--- config.mk ---
export PLATFORM = sky130hd
export DESIGN_NAME = icache_direct
export DESIGN_NICKNAME = d
export VERILOG_FILES = /design/src/rtl/icache_pkg.sv /design/src/rtl/icache_data_ram.sv /design/src/rtl/icache_direct.sv
export SDC_FILE = /design/constraint.sdc
export NUM_CORES = 2
export LEC_CHECK = 0
export ABC_CLOCK_PERIOD_IN_PS = 8100
export CAP_MARGIN = 20
export CORE_MARGIN = 4
export CORE_UTILIZATION = 65
export CTS_BUF_LIST = sky130_fd_sc_hd__clkbuf_4 sky130_fd_sc_hd__clkbuf_8
export CTS_CLUSTER_DIAMETER = 120
export DETAILED_ROUTE_END_ITERATION = 8
export GPL_ROUTABILITY_DRIVEN = 0
export GPL_TIMING_DRIVEN = 0
export PLACE_DENSITY = 0.86
export SYNTH_ARGS = -nofsm -noshare
export SYNTH_HDL_FRONTEND = slang
export SYNTH_SLANG_ARGS = --single-unit
--- constraint.sdc ---
create_clock -name clk -period 8.1 [get_ports clk]
set_input_delay 0.81 -clock clk [delete_from_list [all_inputs] [get_ports clk]]
set_output_delay 0.81 -clock clk [all_outputs]
set_load 0.1 [all_outputs]
--- src/rtl/icache_pkg.sv ---
// icache_pkg: shared FSM state type, default geometry and derived address-field widths
package icache_pkg;
    typedef enum logic [1:0] {IDLE, FILL, COMMIT} state_e;
    localparam int DEF_LINES = 16;
    localparam int DEF_WORDS = 4;
    localparam int DEF_OFF_W = $clog2(DEF_WORDS);
    localparam int DEF_IDX_W = $clog2(DEF_LINES);
    localparam int DEF_TAG_W = 30 - DEF_OFF_W - DEF_IDX_W;
endpackage

--- src/rtl/icache_data_ram.sv ---
// icache_data_ram: LINES x WORDS x 32 instruction storage, async read, one sync write port
module icache_data_ram
    import icache_pkg::*;
#(
    parameter int LINES = DEF_LINES,
    parameter int WORDS = DEF_WORDS
) (
    input  logic                     clk,
    input  logic                     we_i,
    input  logic [$clog2(LINES)-1:0] widx_i,
    input  logic [$clog2(WORDS)-1:0] wword_i,
    input  logic [31:0]              wdata_i,
    input  logic [$clog2(LINES)-1:0] ridx_i,
    input  logic [$clog2(WORDS)-1:0] rword_i,
    output logic [31:0]              rdata_o
);
    logic [31:0] mem_q [LINES][WORDS];

    always_ff @(posedge clk) begin
        if (we_i) mem_q[widx_i][wword_i] <= wdata_i;
    end

    assign rdata_o = mem_q[ridx_i][rword_i];
endmodule

--- src/rtl/icache_direct.sv ---
// icache_direct: direct-mapped I-cache with combinational lookup and req/ack line-fill FSM.
// Define ICACHE_STATS_EN to build the hit/miss counters; otherwise both count ports read 0.
module icache_direct
    import icache_pkg::*;
#(
    parameter int LINES = DEF_LINES,
    parameter int WORDS = DEF_WORDS
) (
    input  logic        clk,
    input  logic        rst,
    input  logic [31:0] pc,
    input  logic        flush,
    output logic [31:0] inst,
    output logic        ihit,
    output logic        mem_req,
    output logic [31:0] mem_addr,
    input  logic        mem_ack,
    input  logic [31:0] mem_rdata,
    output logic [31:0] hit_count,
    output logic [31:0] miss_count
);
    localparam int OW = $clog2(WORDS);
    localparam int IW = $clog2(LINES);
    localparam int TW = 30 - OW - IW;

    state_e           state_q, state_d;
    logic [OW-1:0]    off, beat_q, beat_d;
    logic [IW-1:0]    idx, lidx_q, lidx_d;
    logic [TW-1:0]    tag, ltag_q, ltag_d;
    logic [TW+IW-1:0] line_q, line_d;
    logic [TW-1:0]    tag_q [LINES];
    logic [LINES-1:0] valid_q, valid_d;
    logic             poison_q, poison_d, lookup, we;
    logic             unused_byte_bits;

    assign unused_byte_bits = &{1'b0, pc[1:0]};
    assign off     = pc[2 +: OW];
    assign idx     = pc[2+OW +: IW];
    assign tag     = pc[31 -: TW];
    assign lookup  = valid_q[idx] && tag_q[idx] == tag;
    assign ihit    = state_q == IDLE && lookup && !flush;
    assign mem_req = state_q == FILL;
    assign mem_addr = mem_req ? {line_q, beat_q, 2'b00} : '0;

    icache_data_ram #(.LINES(LINES), .WORDS(WORDS)) u_ram (
        .clk(clk), .we_i(we), .widx_i(lidx_q), .wword_i(beat_q), .wdata_i(mem_rdata),
        .ridx_i(idx), .rword_i(off), .rdata_o(inst)
    );

    always_comb begin
        state_d  = state_q;
        beat_d   = beat_q;
        lidx_d   = lidx_q;
        ltag_d   = ltag_q;
        line_d   = line_q;
        poison_d = poison_q;
        valid_d  = flush ? '0 : valid_q;
        we       = 1'b0;
        case (state_q)
            IDLE: if (!flush && !lookup) begin
                state_d  = FILL;
                line_d   = pc[31:2+OW];
                lidx_d   = idx;
                ltag_d   = tag;
                beat_d   = '0;
                poison_d = 1'b0;
            end
            FILL: begin
                if (flush) poison_d = 1'b1;
                if (mem_ack) begin
                    we     = 1'b1;
                    beat_d = beat_q + 1'b1;
                    if (beat_q == OW'(WORDS - 1)) state_d = COMMIT;
                end
            end
            COMMIT: begin
                state_d = IDLE;
                // a flush seen at any point of the fill leaves the line invalid
                if (!flush && !poison_q) valid_d[lidx_q] = 1'b1;
            end
            default: state_d = IDLE;
        endcase
    end

    always_ff @(posedge clk) begin
        if (rst) begin
            state_q <= IDLE;
            valid_q <= '0;
            beat_q  <= '0;
        end else begin
            state_q <= state_d;
            valid_q <= valid_d;
            beat_q  <= beat_d;
        end
        lidx_q   <= lidx_d;
        ltag_q   <= ltag_d;
        line_q   <= line_d;
        poison_q <= poison_d;
    end

    always_ff @(posedge clk) begin
        if (!rst && state_q == COMMIT) tag_q[lidx_q] <= ltag_q;
    end

`ifdef ICACHE_STATS_EN
    logic [31:0] hit_q, miss_q;

    always_ff @(posedge clk) begin
        if (rst) begin
            hit_q  <= '0;
            miss_q <= '0;
        end else begin
            if (ihit) hit_q <= hit_q + 1'b1;
            if (state_q == IDLE && state_d == FILL) miss_q <= miss_q + 1'b1;
        end
    end

    assign hit_count  = hit_q;
    assign miss_count = miss_q;
`else
    assign hit_count  = '0;
    assign miss_count = '0;
`endif
endmodule

==> summary.md <==
| Metric | Value |
|---|---|
| Status | `finished clean` |
| DRT iter0 DRCs | `10200` |
| IO Count | `198` |
| Crit path time final | `7850 ps` |
| Vias in the first global route | `51400` |
| Number of enable flip-flop cells after synthesis | `2461` |
| Startpoint types | `input pin` |
| # rows | `140` |
| Leakage | `34.8 nW` |
| Initial antenna violation count | `9` |
| Post-CTS Setup Repair Bufs | `0` |
| Post-DR wirelength/cell | `40.7 um` |
| Synthesized area per cell | `24.0 um^2` |
| Final number of setup-violating endpoints | `0` |
| Antenna Nets Post-Route | `0` |
| Vert. Die Dim | `392 um` |
| Fillers | `6802` |
| H-Tree Depth | `5` |
| IO Port Bufs | `126` |
| Final global-route overflow total | `0` |
| Global Route Usage Sum | `37.2%` |
| Final Hold Fails | `0` |
| CTS root buffer | `clkbuf_8` |
| First-pass GRT wire length | `391000 um` |
| Total Wirelength | `281000 um` |
| Hold path startpoint | `mem_rdata[21]` |
| Core area | `146000 um^2` |
| Yosys top cell area share | `77.1%` |
| Setup CP Type | `input pin to output pin` |
| Setup TNS Final | `0 ps` |
| Final clock skew | `87.2 ps` |
| Critical Path RT | `7290 ps` |
| CTS Buffer Depth | `4` |
| Post-route clock period utilization | `96.9%` |
| Most common cell in the netlist | `edfxtp_1` |
| Clk slew on worst S/H paths | `60 ps` |
| Reg2reg end | `u_ram.mem_q[5][19]$_DFFE_PP_` |
| R2R Path Start | `state_q[0]$_SDFFE_PP0P_` |
| Slew HR | `16.8%` |
| Tot Pwr | `26.2 mW` |
| Die W | `392 um` |
| Net count, final | `4765` |
| Via Count | `51600` |
| FF+latch area | `74300 um^2` |
| Worst hold path type | `input pin to flip-flop` |
| Arr. time, crit path | `7040 ps` |
| Peak supply drop | `0.217 mV` |
| Worst Path Buf+Inv | `9` |
| Synthesized area | `95800 um^2` |
| Die footprint | `154000 um^2` |
| Starting density of the core | `65.6%` |
| Hold buffers post-CTS | `1` |
| Delay of the slowest cell on the worst path | `1170 ps` |
| Top cells by area, synth | `edfxtp_1 (77%), mux4_2 (17%), buf_4 (0.76%)` |
| F_max | `0.127 GHz` |
| PostCTS Resize Cnt | `0` |
| Max_cap viols | `0` |
| Nature of the critical path endpoint | `output pin` |
| Sink Count | `2481` |
| Pin count of the biggest net entering global routing | `65` |
| Worst-path fanout max | `10` |
| Commonest cells in the netlist | `edfxtp_1 (2461), mux4_2 (737), nor2_1 (111), buf_4 (97), buf_2 (70)` |
| #FFs+latches synth | `2481` |
| Synthesized netlist cell count | `3997` |
| First-pass DRT Iterations | `8` |
| Clock latency on the worst-skew pair | `1080 ps` |
| Netlist cell types | `66` |
| Largest area contributor in the netlist | `edfxtp_1` |
| Multi-input logic area | `20700 um^2` |
| CTS tree | `yes` |
| Yosys Warn Count | `0` |
| Final HPWL DP | `176000 um` |
| Worst-Margin Slew | `1250 ps` |
| Post-synth ARST share | `0%` |
| Via/cell ratio | `7.48` |
| Hold Path Depth | `1` |
| Sequential fraction of the synthesis area | `77.5%` |
| RSZ-0062 raised after global routing | `no` |
| Largest delay contributor family on the critical path | `buffers and inverters` |
| DRC Markers | `0` |
| Num CTS Buffers | `382` |
| Slew Limit Fails | `0` |
| Area Overhead vs Synth | `14.6%` |
| Cell Pwr Density | `239 nW/um^2` |
| Share of layout cells above drive strength 1 | `35.2%` |
| Most used DFF post-synth | `edfxtp_1` |
| Crit-path cells | `clkdlybuf4s50_1 > buf_4 > buf_6 > buf_4 > buf_4 > buf_2 > buf_2 > buf_2 > mux2i_1 > nand4_1 > nand3b_1 > nor3_2 > and2_1 > clkdlybuf4s50_1` |
| Slowest-stage cell, CP | `clkdlybuf4s50_1` |
| R2R cell count | `7` |
| Worst Hold Path EP | `u_ram.mem_q[14][21]$_DFFE_PP_` |
| R2r setup slk | `3930 ps` |
## cell usage in the layout, fill, tap and decap left out, drive strengths merged, types with 6 or more instances in the layout
master | netlist | routed
a211oi | 13 | 13
a41oi | 6 | 6
clkdlybuf4s50 | 0 | 94
a21oi | 14 | 14
nand2 | 55 | 55
a22o | 6 | 6
xnor2 | 13 | 13
nor2b | 20 | 20
mux2i | 60 | 60
a31oi | 20 | 20
conb | 1 | 66
bufinv | 0 | 9
clkbuf | 69 | 580
xor2 | 7 | 7
o21ai | 13 | 13
nor3 | 7 | 7
dfxtp | 20 | 20
and2 | 33 | 33
inv | 11 | 15
buf | 211 | 363
nor2 | 111 | 111
nand3 | 13 | 13
a22oi | 9 | 9
mux4 | 742 | 742
edfxtp | 2461 | 2461
clkinv | 0 | 136
mux2 | 12 | 12
## metrics by stage
| step | area (um^2) | instances | utilization (%) | worst slack (ps) | hold WS [ps] |
|---|---|---|---|---|---|
| floorplan | 96100 | 4062 | - | 2870 | 432 |
| finish | 110000 | 6895 | 75.2 | 255 | 61.9 |
| global placement | 99700 | 6105 | 68.3 | 706 | 443 |
| global route | 110000 | 6893 | 75.1 | 320 | 24.9 |
| CTS | 110000 | 6878 | 75.0 | 471 | 2.52 |
| detailed placement | 102000 | 6213 | 70.1 | 527 | 471 |
## cell families (layout without fill, tap and decap cells)
logic type / Yosys count / in the layout / synth area share (%)
flip-flops: 2481 / 2481 / 77.5
XOR/XNOR: 20 / 20 / 0.183
AND/OR/NAND/NOR: 267 / 267 / 1.31
multiplexers: 814 / 814 / 18.2
adder cells (fa/ha/maj): 4 / 4 / 0.0522
buffers and inverters: 291 / 1202 / 1.77
AO/OA/AOI/OAI: 119 / 119 / 0.904
other: 1 / 71 / 0.00391
## worst max-delay path by stage
| stage | startpoint | endpoint | slack (ps) | depth (start not counted) |
|---|---|---|---|---|
| 4_1_cts | pc[5] | inst[24] | 470 | 12 |
| 6_report | pc[5] | ihit | 250 | 14 |
| 3_3_place_gp | pc[5] | inst[28] | 710 | 12 |
| 2_1_floorplan | pc[5] | inst[1] | 2870 | 11 |
| 3_5_place_dp | pc[5] | inst[1] | 530 | 13 |
| 5_1_grt | pc[5] | inst[28] | 320 | 12 |
## metal layers
metal / GRT usage (%) / share of wire [%] / vias up
met2: 56.8 / 47 / 5944
met5: 0 / 0.015 / -
met4: 25.2 / 8.5 / 6
met3: 10.2 / 14 / 1282
li1: - / - / 18500
met1: 47.6 / 30 / 25900
## final cells by class
| type | instances | area share (%) |
|---|---|---|
| timing repair buffer | 247 | 3.22 |
| clock buffer | 511 | 5.72 |
| sequential | 2481 | 67.7 |
| multi-input combinational | 1290 | 18.8 |
| antenna | 5 | 0.0114 |
| inverter | 11 | 0.0376 |
| clock inverter | 153 | 0.822 |
| buffer | 280 | 1.51 |
| tap | 1917 | 2.18 |
## state kept, by name, summed over array words and instances (netlist names)
| name | count |
|---|---|
| beat_q | 2 |
| lidx_q | 3 |
| line_q | 1 |
| ltag_q | 24 |
| poison_q | 1 |
| state_q | 2 |
| tag_q | 384 |
| u_ram.mem_q | 2048 |
| valid_q | 16 |
## where the power goes
| part | total (mW) | switching (mW) | leakage, nW | internal [mW] |
|---|---|---|---|---|
| clock | 10.1 | 4.83 | 3.83 | 5.30 |
| combinational | 1.92 | 1.30 | 8.66 | 0.615 |
| sequential | 14.2 | 0.0463 | 22.3 | 14.1 |
Power figures use the tool's default switching activity.
